## src/rtl/intersection_pkg.sv

```systemverilog
// Shared intersection definitions: the phase code consumed by led_control and the default dwell times.
package intersection_pkg;

  typedef enum logic [2:0] {
    PH_NS_GREEN  = 3'd0,
    PH_NS_YELLOW = 3'd1,
    PH_ALLRED_A  = 3'd2,
    PH_EW_LEFT   = 3'd3,
    PH_EW_GREEN  = 3'd4,
    PH_EW_YELLOW = 3'd5,
    PH_ALLRED_B  = 3'd6,
    PH_NS_LEFT   = 3'd7
  } phase_e;

  localparam int DEF_G_TIME = 10;
  localparam int DEF_Y_TIME = 3;
  localparam int DEF_R_TIME = 2;
  localparam int DEF_L_TIME = 5;
  localparam int DEF_CW     = 5;

endpackage

```

## src/rtl/dwell_timer.sv

```systemverilog
// Per-phase dwell counter: load wins over tick; count and zero are registered, 1-cycle latency.
// Free-running, no backpressure; hold freezes decrement (load still applies).
module dwell_timer #(
  parameter int             CW      = 5,
  parameter logic [CW-1:0]  RST_VAL = '0
) (
  input  logic          clk,
  input  logic          reset,
  input  logic          load,
  input  logic [CW-1:0] load_val,
  input  logic          tick,
  input  logic          hold,
  output logic [CW-1:0] count,
  output logic          zero
);

  logic [CW-1:0] count_q, count_d;

  always_comb begin
    count_d = count_q;
    if (load) begin
      count_d = load_val;
    end else if (tick && !hold && (count_q != '0)) begin
      count_d = count_q - CW'(1);
    end
  end

  always_ff @(posedge clk) begin
    if (reset) begin
      count_q <= RST_VAL;
    end else begin
      count_q <= count_d;
    end
  end

  assign count = count_q;
  assign zero  = (count_q == '0);

endmodule

```

## src/rtl/phase_sequencer.sv

```systemverilog
// Timed traffic-phase controller with left-turn skipping and emergency all-red preempt.
// All outputs registered, 1-cycle latency from tick/emergency; free-running, no backpressure.
module phase_sequencer
  import intersection_pkg::*;
#(
  parameter int G_TIME = DEF_G_TIME,
  parameter int Y_TIME = DEF_Y_TIME,
  parameter int R_TIME = DEF_R_TIME,
  parameter int L_TIME = DEF_L_TIME,
  parameter int CW     = DEF_CW
) (
  input  logic          clk,
  input  logic          reset,
  input  logic          tick,
  input  logic          ns_left_req,
  input  logic          ew_left_req,
  input  logic          emergency,
  output logic [2:0]    phase,
  output logic [CW-1:0] ticks_left,
  output logic          phase_change,
  output logic          preempt_active
);

  localparam logic [CW-1:0] G_LD = CW'(G_TIME - 1);
  localparam logic [CW-1:0] Y_LD = CW'(Y_TIME - 1);
  localparam logic [CW-1:0] R_LD = CW'(R_TIME - 1);
  localparam logic [CW-1:0] L_LD = CW'(L_TIME - 1);

  phase_e        phase_q, phase_d, emg_tgt, norm_tgt;
  logic          ew_pend_q, ew_pend_d, ns_pend_q, ns_pend_d;
  logic          chg_q, chg_d, preempt_q, preempt_d;
  logic          emg_ok, in_red, hold, load, zero;
  logic [CW-1:0] load_val, count;

  function automatic logic [CW-1:0] dwell_ld(input phase_e p);
    case (p)
      PH_NS_GREEN, PH_EW_GREEN:   return G_LD;
      PH_NS_YELLOW, PH_EW_YELLOW: return Y_LD;
      PH_EW_LEFT, PH_NS_LEFT:     return L_LD;
      default:                    return R_LD;
    endcase
  endfunction

  assign in_red    = (phase_q == PH_ALLRED_A) || (phase_q == PH_ALLRED_B);
  assign hold      = in_red && emergency;
  assign preempt_d = hold;

  always_comb begin
    phase_d  = phase_q;
    load     = 1'b0;
    load_val = R_LD;
    chg_d    = 1'b0;
    emg_ok   = 1'b0;
    emg_tgt  = phase_q;
    norm_tgt = phase_q;

    // Yellow phases are never cut short; all-red phases are handled as a hold.
    case (phase_q)
      PH_NS_GREEN: begin emg_ok = 1'b1; emg_tgt = PH_NS_YELLOW; end
      PH_EW_GREEN: begin emg_ok = 1'b1; emg_tgt = PH_EW_YELLOW; end
      PH_EW_LEFT:  begin emg_ok = 1'b1; emg_tgt = PH_ALLRED_B;  end
      PH_NS_LEFT:  begin emg_ok = 1'b1; emg_tgt = PH_ALLRED_A;  end
      default:     begin emg_ok = 1'b0; emg_tgt = phase_q;      end
    endcase

    case (phase_q)
      PH_NS_GREEN:  norm_tgt = PH_NS_YELLOW;
      PH_NS_YELLOW: norm_tgt = PH_ALLRED_A;
      PH_ALLRED_A:  norm_tgt = (ew_pend_q || ew_left_req) ? PH_EW_LEFT : PH_EW_GREEN;
      PH_EW_LEFT:   norm_tgt = PH_EW_GREEN;
      PH_EW_GREEN:  norm_tgt = PH_EW_YELLOW;
      PH_EW_YELLOW: norm_tgt = PH_ALLRED_B;
      PH_ALLRED_B:  norm_tgt = (ns_pend_q || ns_left_req) ? PH_NS_LEFT : PH_NS_GREEN;
      PH_NS_LEFT:   norm_tgt = PH_NS_GREEN;
    endcase

    // Holding, or the cycle releasing a hold, pins the all-red dwell and swallows tick.
    if (in_red && (emergency || preempt_q)) begin
      load     = 1'b1;
      load_val = R_LD;
    end else if (emg_ok && emergency) begin
      phase_d = emg_tgt;
      chg_d   = 1'b1;
    end else if (tick && zero) begin
      phase_d = norm_tgt;
      chg_d   = 1'b1;
    end

    if (chg_d) begin
      load     = 1'b1;
      load_val = dwell_ld(phase_d);
    end
  end

  assign ew_pend_d = (ew_pend_q || ew_left_req) && !(chg_d && (phase_d == PH_EW_LEFT));
  assign ns_pend_d = (ns_pend_q || ns_left_req) && !(chg_d && (phase_d == PH_NS_LEFT));

  always_ff @(posedge clk) begin
    if (reset) begin
      phase_q   <= PH_ALLRED_B;
      ew_pend_q <= 1'b0;
      ns_pend_q <= 1'b0;
      chg_q     <= 1'b0;
      preempt_q <= 1'b0;
    end else begin
      phase_q   <= phase_d;
      ew_pend_q <= ew_pend_d;
      ns_pend_q <= ns_pend_d;
      chg_q     <= chg_d;
      preempt_q <= preempt_d;
    end
  end

  dwell_timer #(
    .CW      (CW),
    .RST_VAL (R_LD)
  ) u_dwell (
    .clk      (clk),
    .reset    (reset),
    .load     (load),
    .load_val (load_val),
    .tick     (tick),
    .hold     (hold),
    .count    (count),
    .zero     (zero)
  );

  assign phase          = phase_q;
  assign ticks_left     = count;
  assign phase_change   = chg_q;
  assign preempt_active = preempt_q;

endmodule

```

## config.mk

```make
export PLATFORM = sky130hd
export DESIGN_NAME = phase_sequencer
export DESIGN_NICKNAME = d
export VERILOG_FILES = /design/src/rtl/intersection_pkg.sv /design/src/rtl/dwell_timer.sv /design/src/rtl/phase_sequencer.sv
export SDC_FILE = /design/constraint.sdc
export NUM_CORES = 1
export LEC_CHECK = 0
export ABC_AREA = 1
export BUFFER_PORTS_ARGS = -buffer_cell sky130_fd_sc_hd__buf_2
export CAP_MARGIN = 20
export CORE_UTILIZATION = 25
export CTS_BUF_LIST = sky130_fd_sc_hd__clkbuf_2
export CTS_CLUSTER_DIAMETER = 200
export DETAILED_ROUTE_END_ITERATION = 10
export PLACE_DENSITY = 0.39
export REMOVE_ABC_BUFFERS = 1
export SLEW_MARGIN = 30
export SYNTH_ARGS = -nofsm -noshare
export SYNTH_HDL_FRONTEND = slang
export SYNTH_HIERARCHICAL = 1
export SYNTH_SLANG_ARGS = --single-unit
```

## constraint.sdc

```tcl
create_clock -name clk -period 2.75 [get_ports clk]
set_clock_uncertainty 0.2 [all_clocks]
set_input_delay 0.4125 -clock clk [delete_from_list [all_inputs] [get_ports clk]]
set_output_delay 0.4125 -clock clk [all_outputs]
set_load 0.005 [all_outputs]
```

==> qor.yml <==
synthesis:
  yosysTopAreaCell: "dfxtp_1"
  synthArstFlopShare_pct: 0
  synth_cell_types: 24
  syn_avg_cell_area_um2: 6.87
  ys_seq_area_share_pct: 27.5
  synth_cells: 127
  yosys_warnings: 6
  synth-edff-count: 0
  syn_area_um2: 872
  synth_flop_cell: "dfxtp_1"
  ys_ff_latch: 12
  synthTopCellsByArea: "dfxtp_1 (28%), nand2_1 (12%), ha_1 (10%)"
  yosysTopAreaCellShare_pct: 27.5
  yosysMostFrequentCell: "nand2_1"
  synth_common_cells: "nand2_1 (27), nor2_1 (17), inv_1 (16), dfxtp_1 (12), nand3_1 (9)"
routing:
  avgViaCountPerCell: 4.28
  drt_wl_total_mm: 1.91
  post_drt_wl_per_cell_um: 9.97
  first_pass_iters: 4
  dr_total_vias: 818
  dr.first_iter.drc_count: 43
  drcViolationCount: 0
  antenna_left: 0
global_routing:
  grt_use_total_pct: 11.8
  grt_max_degree: 11
  antenna_found_initial: 0
  grt_first_pass_wirelength_mm: 3.19
  overflow: 0
  grt_pass1_vias: 735
clocking:
  post_cts_resized: 0
  clock-root-buffer: "clkbuf_2"
  post_cts_buffers: 0
  clock_path_buffers: 2
  htreeDepth: 1
  clock_sinks: 12
  cts_buffers: 3
  cts_tree: "done"
  clkLatencyLatePin_ps: 260
  clk_pin_slew_ps: 120
  ctsHoldBuffers: 0
critical_path:
  worstSetupEndpointType: "flop"
  start_kind: "flop"
  arrival_ps: 2200
  worstPathRequired_ps: 2750
  path_class: "reg -> reg"
  critPathMaxStageDelay_ps: 450
  worst-path-max-fanout: 6
  slowest_stage: "dfxtp_1"
  crit_chain: "inv_1, ha_1, nor2_4, inv_2, or2_1, nand2_2, nand2_2, nor2_1, nand2_1, o21ai_0, nand2_1, a21oi_1"
sta:
  fin_crit_sh_pct: 79.9
  tns_ps: 0
  rsz0062_at_grt: "no"
  setup_viol: 0
  fmax_mhz: 455
  slew_viol_final: 0
  setup_ws_ps: 552
  hold_violations: 0
  min_period_ps: 2200
outcome:
  status: "completed"
floorplanning:
  rows: 21
  die_area_um2: 3730
  fp.dieW_um: 61.1
  die_y_um: 61.1
  io_pins: 16
  core-area_um2: 3340
  start_util_pct: 26.1
pwr:
  powerDensity_nw_per_um2: 419
  p_total_mw: 0.428
  ir_worst_vdd_uv: 149
  p_leak_nw: 0.528
job:
  timing.max_cap.violations: 0
finish:
  multi_input_area_um2: 549
  fillCellCount: 378
  area_growth_pct: 16.9
  nNetsFinal: 160
  seqCellArea_um2: 240
  final_layout_size_suffix_gt1_share_pct: 26.9
  final_util_pct: 30.6
  diodes: 0
hold_path:
  hold_class: "in -> reg"
place:
  io_buffers: 15
  post-place-ws_ps: 551
  place_congestion: 0.776
  hpwl_mm: 1.57
per-stage QoR:
| stage | hold WS (ps) | cell area (um^2) | std cells |
|---|---|---|---|
| final | 201 | 1020 | 191 |
| after global routing | 194 | 1020 | 191 |
| after CTS | 203 | 1020 | 191 |
| after detailed placement | 270 | 1000 | 188 |
| after global placement | 265 | 1000 | 188 |
| after floorplan | 266 | 872 | 127 |
final cells by class:
cell class                 count  area share [%]
clock buffer                   3            1.47
inverter                      22            8.10
multi-input combinational     93            53.9
sequential                    12            23.6
tap                           46            5.64
timing repair buffer          15            7.36
final timing paths:
| check | slack, ps | end | start | depth (start not counted) |
|---|---|---|---|---|
| max | 550 | u_dwell/count[1] | phase[0] | 12 |
| min | 200 | preempt_active | reset | 2 |
| max reg2reg | 550 | u_dwell/count[1] | phase[0] | 12 |
| min reg2reg | 290 | u_dwell/count[4] | u_dwell/count[4] | 2 |
flip-flops by register name, indices dropped and copies added (netlist names):
name / cells
phase_change: 1
phase: 3
ew_pend_q: 1
preempt_active: 1
ns_pend_q: 1
u_dwell/count: 5
power breakdown:
part | total, mW | switching, mW | internal [mW]
Combinational | 0.141 | 0.0887 | 0.0519
Clock | 0.0879 | 0.0582 | 0.0298
Sequential | 0.199 | 0.0115 | 0.188
Total | 0.428 | 0.158 | 0.269
kinds of logic (layout without fill, tap and decap cells):
group,Yosys count,count (layout),share of synthesized area (%)
and+or+nand+nor,67,67,39.9
AOI/OAI and AO/OA,18,18,12.6
DFF,12,12,27.5
buffers and inverters,22,40,9.47
other,1,1,0.430
adders and majority gates,7,7,10.0
worst max-delay path, delay by kind of cell, from the launching register on:
| family | cells | cell delay [ps] |
|---|---|---|
| buffers and inverters | 2 | 170 |
| and+or+nand+nor | 7 | 780 |
| AOI/OAI and AO/OA | 2 | 190 |
| DFF | 1 | 450 |
| adders and majority gates | 1 | 340 |
placed cells by master, fill, tap and decap left out, drive strengths merged, types with 2 or more instances in the layout:
master  Yosys  final
nand4       3      3
inv        22     22
a21oi       9      9
buf         0     15
or2         2      2
ha          7      7
nand3      10     10
nor2       20     20
clkbuf      0      3
nand2      31     31
o21ai       8      8
dfxtp      12     12
metal layers:
layer / vias to the layer above / GRT usage [%] / wire [um]
li1: 435 / - / -
met1: 362 / 15.3 / 961
met2: 19 / 17.9 / 799
met3: 2 / 5.67 / 126
met4: 0 / 2.60 / 17
met5: - / 0 / 0
(Power assumes the default switching activity.)
